### config.mk
export PLATFORM = sky130hd
export DESIGN_NAME = fir_delay_timer
export DESIGN_NICKNAME = d
export VERILOG_FILES = /design/src/rtl/fir_delay_timer.sv
export SDC_FILE = /design/constraint.sdc
export NUM_CORES = 1
export LEC_CHECK = 0
export CAP_MARGIN = 25
export CORE_AREA = 5 5 42 44
export DETAILED_ROUTE_END_ITERATION = 10
export DIE_AREA = 0 0 47 49
export PLACE_DENSITY = 0.73
export SYNTH_ARGS = -nofsm -noshare
export SYNTH_HDL_FRONTEND = slang
export SYNTH_SLANG_ARGS = --single-unit
### constraint.sdc
create_clock -name clk -period 1.9 [get_ports clk]
set_clock_uncertainty 0.1 [all_clocks]
set_input_delay 0.38 -clock clk [delete_from_list [all_inputs] [get_ports clk]]
set_output_delay 0.38 -clock clk [all_outputs]
set_load 0.005 [all_outputs]
### src/rtl/fir_delay_timer.sv
// FIR timing generator: start-up counter, end-of-window strobe, and the strobe delayed by DSP58 latency.
// Build option DSP_FIRST_PULSE_MASK_EN suppresses the first delayed pulse after reset (accumulator not primed).
module fir_delay_timer #(
  parameter int delay1        = 4,
  parameter int filter_length = 16
) (
  input  logic       clk,
  input  logic       rst_n,
  output logic [5:0] starting_delay,
  output logic       filter_delay,
  output logic       dsp58_delay
);

  localparam int CW = (filter_length > 1) ? $clog2(filter_length) : 1;
  localparam logic [CW-1:0] LAST = CW'(filter_length - 1);

  generate
    if (filter_length < 2 || delay1 < 0 || delay1 > 63) begin : g_bad_params
      $fatal(1, "fir_delay_timer: illegal parameters filter_length=%0d delay1=%0d",
             filter_length, delay1);
    end
  endgenerate

  logic [CW-1:0] wcnt;
  logic          dsp_raw;

  always_ff @(posedge clk) begin
    if (!rst_n) begin
      starting_delay <= '0;
      wcnt           <= '0;
    end else begin
      if (starting_delay != 6'd63)
        starting_delay <= starting_delay + 6'd1;
      wcnt <= (wcnt == LAST) ? '0 : wcnt + 1'b1;
    end
  end

  assign filter_delay = (wcnt == LAST);

  // One bit per pipeline stage so overlapping windows never merge.
  generate
    if (delay1 == 0) begin : g_nodelay
      assign dsp_raw = filter_delay;
    end else if (delay1 == 1) begin : g_delay1
      logic sr;
      always_ff @(posedge clk) begin
        if (!rst_n) sr <= 1'b0;
        else        sr <= filter_delay;
      end
      assign dsp_raw = sr;
    end else begin : g_delayn
      logic [delay1-1:0] sr;
      always_ff @(posedge clk) begin
        if (!rst_n) sr <= '0;
        else        sr <= {sr[delay1-2:0], filter_delay};
      end
      assign dsp_raw = sr[delay1-1];
    end
  endgenerate

`ifdef DSP_FIRST_PULSE_MASK_EN
  logic primed;

  always_ff @(posedge clk) begin
    if (!rst_n)       primed <= 1'b0;
    else if (dsp_raw) primed <= 1'b1;
  end

  assign dsp58_delay = dsp_raw & primed;
`else
  assign dsp58_delay = dsp_raw;
`endif

endmodule

==> results.py <==
metrics = {
    "setup_path": {
        "timing.rr.start": "starting_delay[0]",
        "reg2reg_slack_ps": 400,
        "cp.required_ps": 1420,
        "critPathBufInv": 1,
        "r2r_cells": 3,
        "critical_path_arrival_ps": 1240,
        "endpoint_kind": "output pin",
        "critPathTopFamily": "buffers and inverters",
        "critPathLaunchType": "flop",
        "crit_fanout": 6,
        "criticalPathCategory": "reg -> out",
        "worst_path_max_delay_cell": "clkdlybuf4s50_1",
        "timing.rr.end": "starting_delay[5]",
        "max_stage_delay_ps": 530,
        "crit_path_cell_trace": "clkdlybuf4s50_1",
    },
    "sta": {
        "period_needed_ps": 1720,
        "setup_viol": 0,
        "setup_ws_ps": 179,
        "hold_viol": 0,
        "post-route-period-util_pct": 90.6,
        "slew_headroom_pct": 71.2,
        "tightest_slew_ps": 431,
        "finalSetupTns_ps": 0,
        "rsz0062_at_grt": "false",
        "maxSlewViolCount": 0,
        "hold_slack_ps": 339,
        "max_freq_ghz": 0.581,
    },
    "global_routing": {
        "grt_overflow": 0,
        "grt_first_pass_wirelength_um": 1680,
        "grt_max_degree": 16,
        "grt_usage_pct": 10.2,
        "grt_pass1_vias": 395,
        "antenna_found_initial": 0,
    },
    "routing": {
        "num_vias": 441,
        "first_iter_violations": 12,
        "wl_um": 1020,
        "drt.antenna.violating_nets": 0,
        "first_pass_iters": 4,
        "drc": 0,
        "wl_per_cell_um": 12.0,
        "viasPerCell": 5.19,
    },
    "status": {
        "status": "finished clean",
    },
    "power_and_ir_drop": {
        "total_power_w": 0.000574,
        "ir_drop_mv": 0.522,
        "power_density_nw_per_um2": 807,
        "p_leak_nw": 0.289,
    },
    "cells_and_area": {
        "drive_gt1_share_pct": 14.5,
        "layout_common_cells": "12 x dfxtp_1, 8 x clkdlybuf4s50_1, 5 x nand2_1, 5 x and2_1",
        "syn2layout_area_growth_pct": 32.4,
        "fin_nets": 74,
        "antenna_cells_inserted": 0,
        "fillers": 139,
        "final_common_cell": "dfxtp_1",
    },
    "logic_synthesis": {
        "ys_seq_elements": 14,
        "synth_top_flop_cell": "dfxtp_1",
        "postSynthCellCount": 55,
        "syn_area_sq_um": 537,
        "synthTopCellsByArea": "dfxtp_1 52%, and2_1 5.8%, ha_1 4.7%, nand2_1 3.5%, nand3_1 2.8%",
        "syn_nets": 59,
        "ys_seq_area_share_pct": 52.2,
        "yosysTopAreaCell": "dfxtp_1",
        "yosys_warnings": 0,
        "synth_async_sr_flop_share_pct": 0,
        "synth_top_area_share_pct": 52.2,
        "syn_avg_cell_area_sq_um": 9.76,
        "synth_edf_count": 0,
        "ys_types": 24,
    },
    "run": {
        "drv_cap": 0,
    },
    "clock_network": {
        "root_buffer": "clkbuf_4",
        "cts_tree": "done",
        "numCtsBuffers": 3,
        "cts_hold_buf": 0,
        "clock-sinks": 14,
        "clk_pin_slew_ps": 80,
        "htree_num_levels": 1,
        "worstSkewPairLatency_ps": 280,
        "clock_path_buffers": 2,
    },
    "hold_path": {
        "hold_path_end": "g_delayn.sr[3]",
        "whs_path_depth": 1,
        "min_from": "g_delayn.sr[2]",
        "worstHoldPathType": "reg -> reg",
    },
    "placement": {
        "gp_congestion": 0.696,
        "dpl.hpwl_um": 673,
        "dp_slack_ps": 152,
        "numPortBuffers": 9,
    },
    "floorplanning": {
        "die_w_um": 47,
        "fp-row-count": 14,
        "core_sq_um": 1400,
        "initial_core_util_pct": 38.3,
        "dieArea_sq_um": 2300,
        "die_y_um": 49,
        "pin_count": 10,
    },
}
## synthesized netlist by cell type (all sizes together) (2+ instances only)
| cell | count |
|---|---|
| ha | 2 |
| nand3 | 4 |
| nor2 | 3 |
| a21oi | 2 |
| and2 | 5 |
| o21ai | 3 |
| dfxtp | 14 |
| nand2 | 5 |
| inv | 3 |
## routing by layer
layer	vias up	part of all wire (%)	track usage, %
met5	-	0	0
met4	0	3.1	6.91
met3	5	5.9	2.21
met2	18	49	15.8
met1	201	42	11.9
li1	217	-	-
## flip-flops by register name (all words and copies together) (netlist names)
signal / cells
wcnt: 4
starting_delay: 6
g_delayn.sr: 4
## cells by family (layout without fill, tap and decap cells)
family	after synthesis	after routing	share of synthesized area (%)
xor gates and xnor gates	2	2	3.26
and+or+nand+nor	22	22	23.3
muxes	1	1	1.86
DFF	14	14	52.2
buffers and inverters	4	18	2.80
adders and majority gates	2	2	4.66
AOI/OAI and AO/OA	10	10	11.9
## area by class of cell
class / instances / area (sq um) / area share [%]
clock buffer: 4 / 36.3 / 5.11
tap: 16 / 20.0 / 2.82
inverter: 3 / 11.3 / 1.58
sequential: 14 / 285 / 40.1
timing repair buffer: 11 / 104 / 14.6
multi-input combinational: 37 / 254 / 35.7
## power breakdown
part / internal (W) / switching, W
clock network: 0.000117 / 0.0000952
registers: 0.000304 / 0.0000127
logic: 0.0000272 / 0.0000178
## worst max-delay path by stage
| stage | start | end | slack (ps) | cells after the start |
|---|---|---|---|---|
| after floorplan | starting_delay[0] | starting_delay[5] | 480 | 3 |
| after global placement | wcnt[0] | filter_delay | 180 | 4 |
| after detailed placement | wcnt[0] | filter_delay | 150 | 4 |
| after CTS | starting_delay[2] | starting_delay[2] | 170 | 1 |
| after global routing | starting_delay[2] | starting_delay[2] | 120 | 1 |
| final | starting_delay[2] | starting_delay[2] | 180 | 1 |
## per-stage QoR
stage / cell area [sq um] / instances / utilization, %
final: 711 / 85 / 50.7
after global routing: 711 / 85 / 50.7
after CTS: 711 / 85 / 50.7
after detailed placement: 643 / 79 / 45.9
after global placement: 643 / 79 / 45.9
after floorplan: 537 / 55 / -
## repair_timing
item | CTS | global route
endpoints found under the hold margin | 0 | 0
buffers inserted | 2 | 0
resized for setup | 6 | 0
endpoints found under the setup margin | 1 | 0
Power figures use the tool's default switching activity.
